[config.mk]
export PLATFORM = sky130hd
export DESIGN_NAME = otter_fetch_stage
export DESIGN_NICKNAME = d
export VERILOG_FILES = /design/src/rtl/otter_fetch_stage.sv
export SDC_FILE = /design/constraint.sdc
export NUM_CORES = 1
export LEC_CHECK = 0
export BUFFER_PORTS_ARGS = -buffer_cell sky130_fd_sc_hd__buf_2
export CAP_MARGIN = 20
export CORE_UTILIZATION = 30
export CTS_CLUSTER_SIZE = 14
export DETAILED_ROUTE_END_ITERATION = 7
export PLACE_DENSITY = 0.59
export SKIP_LAST_GASP = 1
export SLEW_MARGIN = 20
export SYNTH_ARGS = -nofsm -noshare
export SYNTH_HDL_FRONTEND = slang
export SYNTH_SLANG_ARGS = --single-unit
[constraint.sdc]
create_clock -name CLK -period 5.9 [get_ports CLK]
set_input_delay 0.295 -clock CLK [delete_from_list [all_inputs] [get_ports CLK]]
set_output_delay 0.295 -clock CLK [all_outputs]
set_load 0.02 [all_outputs]
[src/rtl/otter_fetch_stage.sv]
// otter_fetch_stage: OTTER RV32I instruction fetch with a one-entry skid buffer and flush-on-redirect.
// Optional build macro FETCH_STATS_EN adds FETCH_COUNT / BUBBLE_COUNT statistics outputs.
module otter_fetch_stage #(
   parameter logic [31:0] RESET_VECTOR = 32'h0000_0000,
   parameter logic [31:0] NOP_INSTR    = 32'h0000_0013
) (
   input  logic        CLK,
   input  logic        RST,
   output logic [31:0] IMEM_ADDR,
   output logic        IMEM_READ,
   input  logic [31:0] IMEM_DOUT,
   input  logic        STALL,
   input  logic        REDIRECT,
   input  logic [31:0] REDIRECT_PC,
   output logic [31:0] DEC_IR,
   output logic [31:0] DEC_PC,
   output logic        DEC_VALID
`ifdef FETCH_STATS_EN
   ,
   output logic [31:0] FETCH_COUNT,
   output logic [31:0] BUBBLE_COUNT
`endif
);

   localparam logic [0:0] ST_RUN  = 1'b0;
   localparam logic [0:0] ST_HOLD = 1'b1;

   localparam logic [31:0] WORD_MASK = 32'hFFFF_FFFC;

   logic [0:0]  state_q,     state_d;
   logic [31:0] fetchPc_q,   fetchPc_d;
   logic        inflValid_q, inflValid_d;
   logic [31:0] inflPc_q,    inflPc_d;
   logic        skidValid_q, skidValid_d;
   logic [31:0] skidIr_q,    skidIr_d;
   logic [31:0] skidPc_q,    skidPc_d;
   logic [31:0] decIr_q,     decIr_d;
   logic [31:0] decPc_q,     decPc_d;
   logic        decValid_q,  decValid_d;

   logic [31:0] redirectAligned;
   logic [31:0] fetchAligned;
   logic        loadNew;
   logic        loadBubble;

   assign redirectAligned = REDIRECT_PC & WORD_MASK;
   assign fetchAligned    = fetchPc_q & WORD_MASK;

   // A request goes out whenever decode can take data next cycle, or a redirect
   // restarts the stream; during a stall the memory port is left idle.
   always_comb begin
      IMEM_READ = 1'b0;
      IMEM_ADDR = fetchAligned;
      if (REDIRECT) begin
         IMEM_ADDR = redirectAligned;
      end
      if (!RST) begin
         IMEM_READ = REDIRECT | ~STALL;
      end
   end

   // Next-state logic. Redirect wins over stall and flushes both the decode
   // registers and the skid buffer; the word returned for the target arrives one
   // cycle later, giving a single bubble.
   always_comb begin
      state_d     = state_q;
      fetchPc_d   = fetchPc_q;
      inflValid_d = inflValid_q;
      inflPc_d    = inflPc_q;
      skidValid_d = skidValid_q;
      skidIr_d    = skidIr_q;
      skidPc_d    = skidPc_q;
      decIr_d     = decIr_q;
      decPc_d     = decPc_q;
      decValid_d  = decValid_q;
      loadNew     = 1'b0;
      loadBubble  = 1'b0;

      if (REDIRECT) begin
         decValid_d  = 1'b0;
         decIr_d     = NOP_INSTR;
         skidValid_d = 1'b0;
         inflValid_d = 1'b1;
         inflPc_d    = redirectAligned;
         fetchPc_d   = redirectAligned + 32'd4;
         state_d     = ST_RUN;
         loadBubble  = 1'b1;
      end else if (state_q == ST_RUN) begin
         if (!STALL) begin
            decIr_d     = inflValid_q ? IMEM_DOUT : NOP_INSTR;
            decPc_d     = inflPc_q;
            decValid_d  = inflValid_q;
            inflValid_d = 1'b1;
            inflPc_d    = fetchAligned;
            fetchPc_d   = fetchAligned + 32'd4;
            loadNew     = inflValid_q;
            loadBubble  = ~inflValid_q;
         end else begin
            // The word already in flight cannot be refused by the memory, so it
            // is parked in the skid buffer until decode frees up.
            if (inflValid_q) begin
               skidIr_d    = IMEM_DOUT;
               skidPc_d    = inflPc_q;
               skidValid_d = 1'b1;
               state_d     = ST_HOLD;
            end
            inflValid_d = 1'b0;
         end
      end else begin
         if (!STALL) begin
            decIr_d     = skidIr_q;
            decPc_d     = skidPc_q;
            decValid_d  = 1'b1;
            skidValid_d = 1'b0;
            inflValid_d = 1'b1;
            inflPc_d    = fetchAligned;
            fetchPc_d   = fetchAligned + 32'd4;
            state_d     = ST_RUN;
            loadNew     = 1'b1;
         end
      end
   end

   // All pipeline state; the skid contents are discarded by reset.
   always_ff @(posedge CLK or posedge RST) begin
      if (RST) begin
         state_q     <= ST_RUN;
         fetchPc_q   <= RESET_VECTOR;
         inflValid_q <= 1'b0;
         inflPc_q    <= 32'h0000_0000;
         skidValid_q <= 1'b0;
         skidIr_q    <= NOP_INSTR;
         skidPc_q    <= 32'h0000_0000;
         decIr_q     <= NOP_INSTR;
         decPc_q     <= 32'h0000_0000;
         decValid_q  <= 1'b0;
      end else begin
         state_q     <= state_d;
         fetchPc_q   <= fetchPc_d;
         inflValid_q <= inflValid_d;
         inflPc_q    <= inflPc_d;
         skidValid_q <= skidValid_d;
         skidIr_q    <= skidIr_d;
         skidPc_q    <= skidPc_d;
         decIr_q     <= decIr_d;
         decPc_q     <= decPc_d;
         decValid_q  <= decValid_d;
      end
   end

   assign DEC_IR    = decIr_q;
   assign DEC_PC    = decPc_q;
   assign DEC_VALID = decValid_q;

`ifdef FETCH_STATS_EN
   logic [31:0] fetchCount_q;
   logic [31:0] bubbleCount_q;

   // Held decode contents during a stall count as neither fetch nor bubble.
   always_ff @(posedge CLK or posedge RST) begin
      if (RST) begin
         fetchCount_q  <= 32'h0000_0000;
         bubbleCount_q <= 32'h0000_0000;
      end else begin
         if (loadNew) begin
            fetchCount_q <= fetchCount_q + 32'd1;
         end
         if (loadBubble) begin
            bubbleCount_q <= bubbleCount_q + 32'd1;
         end
      end
   end

   assign FETCH_COUNT  = fetchCount_q;
   assign BUBBLE_COUNT = bubbleCount_q;
`else
   logic unusedStats;
   assign unusedStats = loadNew ^ loadBubble ^ skidValid_q;
`endif

endmodule

## Word-level counts from Yosys, hierarchy flattened

Index checks and enable logic that the tools add are counted.

| operators by class | value |
|---|---|
| $add $sub $neg | 2 |
| bitwise operators | 4 |
| equality and inequality tests | 2 |
| reductions and logical operators | 2 |
| muxes and demuxes | 26 |

Operator list:

| cell | count |
|---|---|
| $mux W32 | 13 |
| $add A32 B3 Y32 const B | 2 |
| $mux W1 | 13 |
| $reduce_and A4 Y1 | 1 |
| $ne A3 B3 Y1 const B | 1 |
| $not A1 Y1 | 3 |
| $ne A2 B1 Y1 const B | 1 |
| $reduce_and A2 Y1 | 1 |
| $or A1 B1 Y1 | 1 |

| storage, ports and cells | value |
|---|---|
| bits in registers | 195 |
| input port bits | 68 |

## Depth between registers and ports, before layout

| depth | value |
|---|---|
| word-level depth | 4 |
| mapped depth | 14 |

## Worst setup path after synthesis

OpenSTA, ideal clock, no wires.

| timing path | value |
|---|---|
| path kind | in2reg |
| from | input REDIRECT |
| to | register fetchPc_q[22] |
| stages on the path | 14 |
| slack | 2.969 ns |
| required time | 5.805 ns |
| setup time | 0.095 ns |
| arrival time | 2.836 ns |
| cells stage by stage | buf_6 -> buf_6 -> buf_6 -> buf_6 -> buf_2 -> buf_2 -> mux2_2 -> ha_1 -> nand4b_1 -> a21oi_2 -> and4_1 -> clkbuf_1 -> a31oi_1 -> o31ai_1 |

| on the way | value |
|---|---|
| cells in the longest elaborated chain, start to end | 1 |
| elaborated cells between the ends (all ways) | 2 |
| those cells by class | 1 x eq/ne; 1 x mux |

Ends and longest elaborated chain:

| what | line | text |
|---|---|---|
| from (decl) | 13 | `input logic REDIRECT,` |
| $ne A2 B1 Y1 (no line) or $mux W32 (tied branches) | - |  |
| to (signal assigned) | 139 | `fetchPc_q <= fetchPc_d;` |
| to (decl) | 31 | `logic [31:0] fetchPc_q, fetchPc_d;` |

Several ways; a longest one is shown, not always the timed one.
A chain may end at the register's enable or synchronous reset.

## Worst setup path in the final report

| timing path | value |
|---|---|
| from | register state_q |
| to | register skidIr_q[20] |

| on the way | value |
|---|---|
| cells in the longest elaborated chain, start to end | 2 |

Ends and longest elaborated chain:

| what | line | text |
|---|---|---|
| from (decl) | 30 | `logic [0:0] state_q, state_d;` |
| from (signal assigned) | 138 | `state_q <= state_d;` |
| $not A1 Y1 (no line) | - |  |
| $reduce_and A4 Y1 (no line) | - |  |
| to (signal assigned) | 143 | `skidIr_q <= skidIr_d;` |
| to (decl) | 35 | `logic [31:0] skidIr_q, skidIr_d;` |

No other way between the ends.

==> results.json <==
{
  "drt_iter0_markers": 412,
  "rr_startpoint": "state_q",
  "critical_path.cell_chain": "nor2b_1 -> buf_4 -> and2_2 -> buf_4 -> mux2_2",
  "numCtsBuffers": 17,
  "cts.sinks": 187,
  "ys_warn_count": 0,
  "hpwl_mm": 14.66,
  "dieHeight_um": 173.0,
  "cp_top_family": "simple AND/OR/NAND/NOR gates",
  "syn_area_um2": 8770,
  "powerDensity_nw_per_um2": 341.3,
  "synth-seq-cells": 187,
  "grt_usage_pct": 15.36,
  "netlist_instances": 838,
  "cp_slowest_stage_delay_ps": 930,
  "clock_latency_ps": 450,
  "synthDistinctLibCells": 45,
  "fin_area_um2": 10480,
  "dr.pass1.iters": 5,
  "cp.buffers_inverters": 2,
  "vdd_drop_max_mv": 0.1952,
  "status": "completed",
  "slew_headroom_pct": 27.61,
  "root_buffer": "clkbuf_16",
  "h-tree-depth": 4,
  "syn_area_per_cell_um2": 10.46,
  "fin_crit_ps": 3151,
  "cp_common_cell": "buf_4",
  "tns_ps": 0,
  "place.gp.congestion": 0.7521,
  "postLayoutSetupSlackWorst_ps": 2749,
  "critPathLaunchType": "register",
  "cpMaxStageDelayCell": "and2_2",
  "vias": 6526,
  "die-area_um2": 29920,
  "tritoncts": "done",
  "final_cells": 1363,
  "drc": 0,
  "rows": 62,
  "nets": 1035,
  "path_max_fanout": 41,
  "yosysSeqAreaShare_pct": 53.45,
  "wl_mm": 22.16,
  "clock_path_buffers": 2,
  "avgRoutedWirePerCell_um": 16.26,
  "initial_utilization_pct": 30.55,
  "cp.arrival_ps": 3480,
  "timing.rr.end": "skidIr_q[20]",
  "grt_max_degree": 132,
  "r2r_slack_ps": 2750,
  "setup_viol": 0,
  "syn_to_final_growth_pct": 19.46,
  "grt_setup_unrepaired": "no",
  "dp_slack_ps": 2672,
  "hold_viol": 0,
  "viasPerCell": 4.788,
  "clk_pin_slew_ps": 80,
  "hold_path.class": "input pin to async pin",
  "cts_resized": 0,
  "finalCritPeriodShare_pct": 53.40,
  "maxCapViolations": 0,
  "grt_pass1_vias": 6300,
  "worstMarginPinSlew_ps": 1086,
  "place_inst": 1331,
  "report.final.slew_viol_count": 0,
  "coreArea_um2": 28700,
  "placed_area_um2": 9854,
  "antenna_found_initial": 0,
  "fmax_mhz": 317.4,
  "timing.setup.critical_path_class": "register to register",
  "ant_nets": 0,
  "portBuffers": 159,
  "timing.hold.ws_ps": 46.41,
  "grt-ovfl-total": 0,
  "drive_above_1_share_pct": 29.11,
  "n_antenna_cell": 0,
  "cp-end-kind": "register",
  "grt_pass1_wl_mm": 35.90,
  "cts_hold_buf": 0,
  "p_leak_nw": 4.793,
  "die_w_um": 173.0,
  "required_ps": 6230,
  "fin_worst_skew_ps": 11.63,
  "fillers": 2936,
  "io-pin-count": 166,
  "r2r_cells": 5,
  "postCtsSetupBuffers": 0
}
metal layers:
metal  wire, µm  up-vias  track usage, %
met5          0        -               0
li1           -     3180               -
met3        779       22           2.968
met4        326        0           4.867
met2      10370      124           24.08
met1      10680     3200           21.33
cells in the final DEF, fill, tap and decap left out, types with 4 or more instances in the layout:
master,synthesis,routed
and4_1,6,6
inv_8,0,6
o31ai_1,8,8
o21a_1,5,5
nand4_1,11,11
nand3_1,15,15
nand4b_1,4,4
clkbuf_16,0,17
nand2_1,70,70
nor2_1,111,111
conb_1,1,4
mux2_2,68,68
mux2i_1,60,60
buf_4,6,10
nor3_1,5,5
inv_1,25,24
inv_6,0,4
dfrtp_1,181,180
xnor2_1,15,15
nand3b_1,14,14
buf_2,8,158
a22oi_1,25,25
o21ai_0,36,36
dfstp_2,6,6
a21oi_1,77,77
clkinv_8,0,4
stage by stage:
stage / power, W / util [%]
3_5_place_dp: 0.002400 / 34.33
4_1_cts: 0.003627 / 36.49
6_report: 0.003575 / 36.50
5_1_grt: 0.003776 / 36.50
2_1_floorplan: 0.002159 / -
3_3_place_gp: 0.002378 / 34.33
worst reg2reg max path: cells and delay by family (launching register included):
| kind | cells | cell delay (ps) |
|---|---|---|
| and+or+nand+nor | 2 | 1130 |
| buffers and inverters | 2 | 800 |
| DFF | 1 | 710 |
| muxes | 1 | 400 |
worst max path at each step:
stage / slack, ps / cells after the start / end / startpoint
final: 2750 / 5 / skidIr_q[20] / state_q
after global routing: 2560 / 5 / skidIr_q[20] / state_q
after detailed placement: 2670 / 5 / skidIr_q[20] / state_q
after floorplan: 530 / 1 / DEC_IR[10] / RST
after CTS: 2670 / 5 / skidIr_q[20] / state_q
after global placement: 2720 / 5 / skidIr_q[20] / state_q
where the power goes:
part / switching, W / internal, W
logic: 0.000416 / 0.000293
clock network: 0.000595 / 0.000617
registers: 0.000142 / 0.00151
sequential cells by signal (all words and copies together), names as in the netlist:
signal       count
DEC_PC          30
fetchPc_q       30
DEC_VALID        1
state_q          1
DEC_IR          32
skidIr_q        32
inflPc_q        30
inflValid_q      1
skidPc_q        30
synth_stat cells (all sizes together):
master / n / area [µm²]
o31ai: 8 / 60.06
nor2: 111 / 416.7
or2: 1 / 6.260
mux2: 68 / 765.7
conb: 1 / 3.750
nor3b: 1 / 7.510
xnor2: 15 / 131.4
o21ai: 36 / 180.2
nand4: 12 / 81.33
o22ai: 2 / 12.51
dfstp: 6 / 157.7
and3: 2 / 12.51
nand4b: 6 / 82.58
nand3: 15 / 75.07
a31oi: 3 / 18.77
nor4: 3 / 18.77
a311oi: 1 / 8.760
ha: 1 / 12.51
nor2b: 2 / 12.51
dfrtp: 181 / 4529
buf: 20 / 137.6
o31a: 2 / 17.52
and4: 6 / 52.55
a21o: 2 / 15.01
inv: 25 / 93.84
and2: 1 / 6.260
mux2i: 60 / 600.6
a21oi: 78 / 394.1
a221oi: 1 / 26.28
a22oi: 25 / 187.7
nand2: 70 / 262.8
a211oi: 2 / 15.01
nand3b: 14 / 105.1
nor3: 5 / 25.02
clkbuf: 42 / 157.7
a222oi: 2 / 20.02
nand2b: 2 / 12.51
o21a: 5 / 37.54
xor2: 1 / 8.760
logic make-up after synthesis:
kind of cell               count (synthesis)  share of synthesized area, %
and+or+nand+nor                          251                         13.43
DFF                                      187                         53.45
AOI/OAI and AO/OA                        167                         11.33
muxes                                    128                         15.58
buffers and inverters                     87                         4.437
xor gates and xnor gates                  16                         1.598
adders and majority gates                  1                        0.1427
other                                      1                       0.04276
area by class of cell:
class	count	area (µm²)	area share, %
Tap cell	384	480.5	4.586
Timing Repair Buffer	168	865.8	8.265
Sequential cell	187	4691	44.77
Multi-Input combinational cell	567	3719	35.50
Inverter	25	101.3	0.9674
Clock inverter	15	193.9	1.851
Clock buffer	17	425.4	4.061
No activity file was read; power rests on OpenSTA's default activity.
